File: config.mk
export PLATFORM = sky130hd
export DESIGN_NAME = pmem_arbiter
export DESIGN_NICKNAME = d
export VERILOG_FILES = /design/src/rtl/pmem_arbiter.sv
export SDC_FILE = /design/constraint.sdc
export NUM_CORES = 1
export LEC_CHECK = 0
export CORE_AREA = 5 5 533 535
export DETAILED_ROUTE_END_ITERATION = 10
export DIE_AREA = 0 0 538 540
export HOLD_SLACK_MARGIN = 0.05
export MAX_ROUTING_LAYER = met4
export SETUP_SLACK_MARGIN = 0.05
export SYNTH_ARGS = -nofsm -noshare
export SYNTH_HDL_FRONTEND = slang
export SYNTH_SLANG_ARGS = --single-unit
File: constraint.sdc
create_clock -name clk -period 3.75 [get_ports clk]
set_input_delay 0.75 -clock clk [delete_from_list [all_inputs] [get_ports clk]]
set_output_delay 0.75 -clock clk [all_outputs]
set_load 0.01 [all_outputs]
File: src/rtl/pmem_arbiter.sv
// Arbitrates one cacheline memory port between the I-cache and D-cache miss/writeback paths.
// Latency: request sampled at edge k drives mem_read/mem_write from edge k; resp is returned combinationally.
// Backpressure: requests are held by the caches until their resp pulse; one RECOVER cycle follows every transaction.
module pmem_arbiter #(
  parameter int ADDR_W = 32,
  parameter int LINE_W = 256
) (
  input  logic              clk,
  input  logic              rst,
  input  logic              i_pmem_read,
  input  logic [ADDR_W-1:0] i_pmem_address,
  output logic [LINE_W-1:0] i_pmem_rdata,
  output logic              i_pmem_resp,
  input  logic              d_pmem_read,
  input  logic              d_pmem_write,
  input  logic [ADDR_W-1:0] d_pmem_address,
  input  logic [LINE_W-1:0] d_pmem_wdata,
  output logic [LINE_W-1:0] d_pmem_rdata,
  output logic              d_pmem_resp,
  output logic              mem_read,
  output logic              mem_write,
  output logic [ADDR_W-1:0] mem_address,
  output logic [LINE_W-1:0] mem_wdata,
  input  logic [LINE_W-1:0] mem_rdata,
  input  logic              mem_resp
);

  typedef enum logic [1:0] {
    IDLE    = 2'd0,
    I_BUSY  = 2'd1,
    D_BUSY  = 2'd2,
    RECOVER = 2'd3
  } state_t;

  state_t              r_state;
  state_t              w_next_state;
  logic                r_last_grant;   // 0 = I-cache served last, 1 = D-cache
  logic                r_mem_read;
  logic                r_mem_write;
  logic [ADDR_W-1:0]   r_mem_address;
  logic [LINE_W-1:0]   r_mem_wdata;
  logic                w_i_req;
  logic                w_d_req;
  logic                w_grant_i;
  logic                w_grant_d;
  logic                w_busy_done;

  assign w_i_req     = i_pmem_read;
  assign w_d_req     = d_pmem_read | d_pmem_write;
  assign w_busy_done = ((r_state == I_BUSY) || (r_state == D_BUSY)) && mem_resp;

  // State register; reset lands in IDLE at once, even mid-transaction.
  always_ff @(posedge clk or negedge rst) begin
    if (!rst) r_state <= IDLE;
    else      r_state <= w_next_state;
  end

  // Next state and grant decision; ties go to whoever was not served last.
  always_comb begin
    w_next_state = r_state;
    w_grant_i    = 1'b0;
    w_grant_d    = 1'b0;
    case (r_state)
      IDLE: begin
        if (w_i_req && (!w_d_req || r_last_grant)) begin
          w_grant_i    = 1'b1;
          w_next_state = I_BUSY;
        end else if (w_d_req) begin
          w_grant_d    = 1'b1;
          w_next_state = D_BUSY;
        end
      end
      I_BUSY, D_BUSY: begin
        if (mem_resp) w_next_state = RECOVER;
      end
      // One dead cycle lets the served cache drop its request before re-arbitration.
      RECOVER: w_next_state = IDLE;
      default: w_next_state = IDLE;
    endcase
  end

  // Latch the granted command for the whole transaction; clear commands on completion.
  always_ff @(posedge clk or negedge rst) begin
    if (!rst) begin
      r_last_grant  <= 1'b1;
      r_mem_read    <= 1'b0;
      r_mem_write   <= 1'b0;
      r_mem_address <= '0;
      r_mem_wdata   <= '0;
    end else if (w_grant_i) begin
      r_last_grant  <= 1'b0;
      r_mem_read    <= 1'b1;
      r_mem_write   <= 1'b0;
      r_mem_address <= i_pmem_address;
    end else if (w_grant_d) begin
      // Read and write together is illegal; the writeback goes first.
      r_last_grant  <= 1'b1;
      r_mem_read    <= ~d_pmem_write;
      r_mem_write   <= d_pmem_write;
      r_mem_address <= d_pmem_address;
      r_mem_wdata   <= d_pmem_wdata;
    end else if (w_busy_done) begin
      r_mem_read    <= 1'b0;
      r_mem_write   <= 1'b0;
    end
  end

  assign mem_read    = r_mem_read;
  assign mem_write   = r_mem_write;
  assign mem_address = r_mem_address;
  assign mem_wdata   = r_mem_wdata;

  // Response and data are steered only to the side that currently owns the port.
  assign i_pmem_resp  = (r_state == I_BUSY) && mem_resp;
  assign d_pmem_resp  = (r_state == D_BUSY) && mem_resp;
  assign i_pmem_rdata = (r_state == I_BUSY) ? mem_rdata : '0;
  assign d_pmem_rdata = (r_state == D_BUSY) ? mem_rdata : '0;

endmodule

Word-level counts from Yosys, hierarchy flattened --
Cells that the tools add are included.
Operators by class: $add $sub $neg 0, multipliers 0, div/mod/pow operators 0, $lt $le $gt $ge 0, equal/unequal tests 5, shift-type cells 0, multiplexer cells 20, bitwise logic cells 3, reduce and logical (&&, ||, !) cells 13
Operator list (number):
- 2-to-1 mux 256 bit | 2
- 2-to-1 mux 32 bit | 2
- 2-to-1 mux 1 bit | 12
- 2-to-1 mux 2 bit | 3
- one-hot mux 2 bit (3 select lines) | 1
- == test 2 bit (second input constant) | 2
- logical AND 1 bit | 4
- AND reduction 2 bit | 2
- != test 3 bit (second input constant) | 1
- nonzero test 3 bit | 1
- == test 2 x 1 -> 1 bit (second input constant) | 1
- logical NOT 2 bit | 1
- logical OR 1 bit | 2
- != test 2 bit (second input constant) | 1
- NOT 1 bit | 2
- nonzero test 2 bit | 1
- OR reduction 2 bit | 1
- logical NOT 1 bit | 1
- OR 1 bit | 1
Storage, ports and cells: register bits 293, latch bits 0, RAM bits 0, bits in read-only memories 0, bits of input ports 582, output and inout bits 804, logic and storage cells 47, memories kept 0

Depth between registers and ports, before layout --
word-level depth 8, gate-level depth with buffers 7, gate-level depth less buffers 5

Worst setup path after synthesis --
OpenSTA, ideal clock, no wires.
path kind flip-flop to output port, start register r_state[0], end output d_pmem_rdata[100], arrival 1330 ps, data required time 3000 ps, setup slack 1670 ps, stages on the path, launching flop included 6, buffers on the path 2, cell sequence dfrtp_1 -> inv_1 -> ha_1 -> clkbuf_1 -> clkbuf_1 -> and2_1
On the way: word-level cells in the longest chain between the ends 2
Ends and longest elaborated chain:
- start: declaration | line 35 | state_t r_state;
- start signal: assignment | line 55 | else r_state <= w_next_state;
- == test 2 bit | line 117 | assign d_pmem_rdata = (r_state == D_BUSY) ? mem_rdata : '0;
- 2-to-1 mux 256 bit | line 117
- end: declaration | line 18 | output logic [LINE_W-1:0] d_pmem_rdata,
No other way between the ends.

Worst setup path in the final report --
start register r_state[1], end output i_pmem_rdata[67]
On the way: word-level cells in the longest chain between the ends 2
Ends and longest elaborated chain:
- == test 2 x 1 -> 1 bit | line 116 | assign i_pmem_rdata = (r_state == I_BUSY) ? mem_rdata : '0;
- 2-to-1 mux 256 bit | line 116
- end: declaration | line 12 | output logic [LINE_W-1:0] i_pmem_rdata,
No other way between the ends.

==> results by group <==
Global routing
  • Total grt overflow: 0
  • First-pass GRT wire length: approximately 270000 um
  • Number of global-route vias before repair: between 15000 and 20000
  • Largest net degree at the start of global routing: just over 90
  • Antenna violations before repair: around 240
  • GRT Total Usage: between 10% and 20%

Clock network
  • Clk Latency, worst-skew pair: roughly 0.60 ns
  • Clock root cell: clkbuf_16
  • Clock-pin slew on the worst setup and hold paths: 0.06 ns
  • CTS H-tree lvls: 2
  • CTS tree: done
  • CTS sink cnt: between 200 and 300
  • Deepest clock path buffer count: 3
  • Num CTS Buffers: 37

Route
  • Routed vias/inst: 2.62
  • Pre-Repair DR Iteration Count: 4
  • Antenna-violating nets left: 0
  • WL/cell: 35.6 um
  • Via count: 16832
  • Final WL: approximately 230000 um
  • Initial drt markers: about 720
  • DRC: 0

STA
  • Worst hold slack: 0.109 ns
  • Final setup vio count: 0
  • Worst Tran Pin Value: 0.784 ns
  • Final hold violation count: 0
  • Max Clk Rate: approximately 280 MHz
  • Final worst-path cycle share: between 90% and 100%
  • Clock Skews: ~0.035 ns
  • Fin. max-slew vios: 0
  • RSZ-0062 raised after global routing: false
  • Slew HR: between 40% and 50%
  • Fin crit period: 3.54 ns
  • Setup tns final: 0 ns

Final layout
  • Post-layout util: around an eighth
  • Area of the multi-input gates: 0.00689 sq mm
  • Layout cells sized above 1: 7.95%
  • Syn-to-layout area delta: 136%
  • Register area: ~0.0073 sq mm
  • NumNets Final: 3199
  • Most common cell after layout, fill and taps aside: clkdlybuf4s50_1
  • Fill cells: 31649
  • Commonest cells after routing, fill and taps aside: 1344 x clkdlybuf4s50_1, 541 x and2_1, 292 x dfrtp_1

Setup path
  • WS Path Type: flip-flop to primary output
  • Worst Path Required: around 3 ns
  • Worst R2R Start: r_state[1]
  • CP peak stage delay: between 0.8 and 0.9 ns
  • Endpoint class of the critical path: primary output
  • Critical path, cell by cell: inv_1 > ha_4 > buf_12 > and2_1 > clkdlybuf4s50_1
  • CP arrival: approximately 2.8 ns
  • CP Launch Type: flip-flop
  • Register-to-register setup slack: 1.20 ns
  • CP Max Fanout: 92
  • R2R cell count: 7
  • Slowest CP cell: clkdlybuf4s50_1
  • Reg-to-Reg End: mem_wdata[4]

Power
  • Leakage: 12.4 nW
  • PD cells: 797 mW/mm^2
  • Peak VDD IR: 437 uV

Synthesis
  • Syn. warnings: 0
  • Synth Instances: around 1300
  • Seq/Total Area, Yosys: ~50%
  • Yosys cell types: 26
  • Area contributors post-synth: dfrtp_1 50%, and2_1 23%, mux2_1 14%
  • Mapped cell area: roughly 0.015 sq mm
  • Yosys top cell area share: between 40% and 50%
  • Seq cells post-synth: approximately 290
  • Post-synth top area cell: dfrtp_1
  • Syn_nets: 1840
  • Syn avg cell area: between 10 and 15 sq um

Die
  • Initial Util: between 5 and 6%
  • Die W: between 500 and 600 um
  • Area of the die: about 0.29 sq mm
  • # IOs: about 1400
  • Row cnt: around 190
  • Core Area: 0.278 sq mm
  • Die height: ~540 um

Flow run
  • Max-cap violations: 0

Placed design
  • Port Buffer Count: approximately 1400
  • Final HPWL DP: ~210000 um
  • Gpl congestion: slightly above 0.9

Run status
  • Status: finished, final reports clean

Min path
  • HP Class: input pin to asynchronous set/reset pin
## cell usage after synthesis
master	number
buf_4	20
dfstp_2	1
dfrtp_1	292
o21ai_0	4
clkbuf_1	62
and2_1	546
mux2_2	68
mux2_1	188
nor2b_1	2
o21ai_1	1
buf_2	13
a21oi_1	1
or3b_1	1
inv_1	3
o31ai_2	1
o21bai_1	1
a221o_1	32
nand3_1	2
a311oi_1	1
a2bb2oi_1	1
ha_1	4
a21oi_2	1
nor4b_2	1
a21boi_0	1
a2111oi_0	1
nand2_1	6
## report_power, final
part | switching [mW] | internal, mW
Sequential | 0.900 | 4.81
Clock | 1.63 | 2.38
Combinational | 9.77 | 8.03
Total | 12.3 | 15.2
## worst max-delay path, delay by kind of cell, from the launching register on
family	cells	cell delay (ns)
fa+ha+maj	1	0.22
buf+inv	3	1.26
flops	1	0.42
simple gates	1	0.20
## registers in the layout, summed over array words and instances, names as in the netlist
register,count
mem_read,1
mem_write,1
mem_wdata,256
r_last_grant,1
mem_address,32
r_state,2
## what timing repair did
item / 4_1_cts / 5_1_grt
hold buffers: 0 / 0
gates cloned: 1 / 0
endpoints found under the setup margin: 25 / 2
gates resized for setup: 7 / 1
setup buffers: 0 / 2
pin swaps: 0 / 1
## through the flow
stage          worst slack [ns]  cells  area [sq um]  power [mW]
2_1_floorplan              1.67   1254         14600        11.2
3_3_place_gp              0.431   6295         33000        23.9
3_5_place_dp              0.445   6295         33000        23.9
4_1_cts                  0.0163   6362         34400        28.4
5_1_grt                  0.0530   6383         34500        29.4
6_report                  0.210   6421         34600        27.5
## cell families after synthesis
| kind of cell | after synthesis | share of synthesized area, % |
|---|---|---|
| compound gates | 45 | 2.82 |
| mux | 256 | 19.7 |
| simple gates | 558 | 23.8 |
| fa+ha+maj | 4 | 0.342 |
| flops | 293 | 50.1 |
| buf+inv | 98 | 3.14 |
## area by class of cell
class | count | share of cell area, %
timing repair buffer | 1415 | 41.1
sequential | 293 | 21.2
multi-input combinational | 863 | 19.9
tap | 3724 | 13.5
clock buffer | 53 | 3.17
clock inverter | 13 | 0.616
antenna | 57 | 0.413
inverter | 3 | 0.0326
## layer usage
metal | up-vias | track usage, % | wire (um)
met2 | 1425 | 24.5 | 103000
met3 | 335 | 7.98 | 30600
met4 | 0 | 2.10 | 4640
met5 | - | - | 0
met1 | 8131 | 17.7 | 90700
li1 | 6941 | - | -
## worst max path at each step
stage | start | end | slack [ns] | cells after the start
floorplan | r_state[0] | d_pmem_rdata[100] | 1.67 | 5
global placement | mem_rdata[13] | d_pmem_rdata[13] | 0.43 | 3
detailed placement | mem_rdata[13] | i_pmem_rdata[13] | 0.45 | 3
CTS | r_state[0] | d_pmem_rdata[130] | 0.02 | 6
global route | r_state[1] | i_pmem_rdata[161] | 0.05 | 6
finish | r_state[1] | i_pmem_rdata[67] | 0.21 | 5
Power figures use the tool's default switching activity.
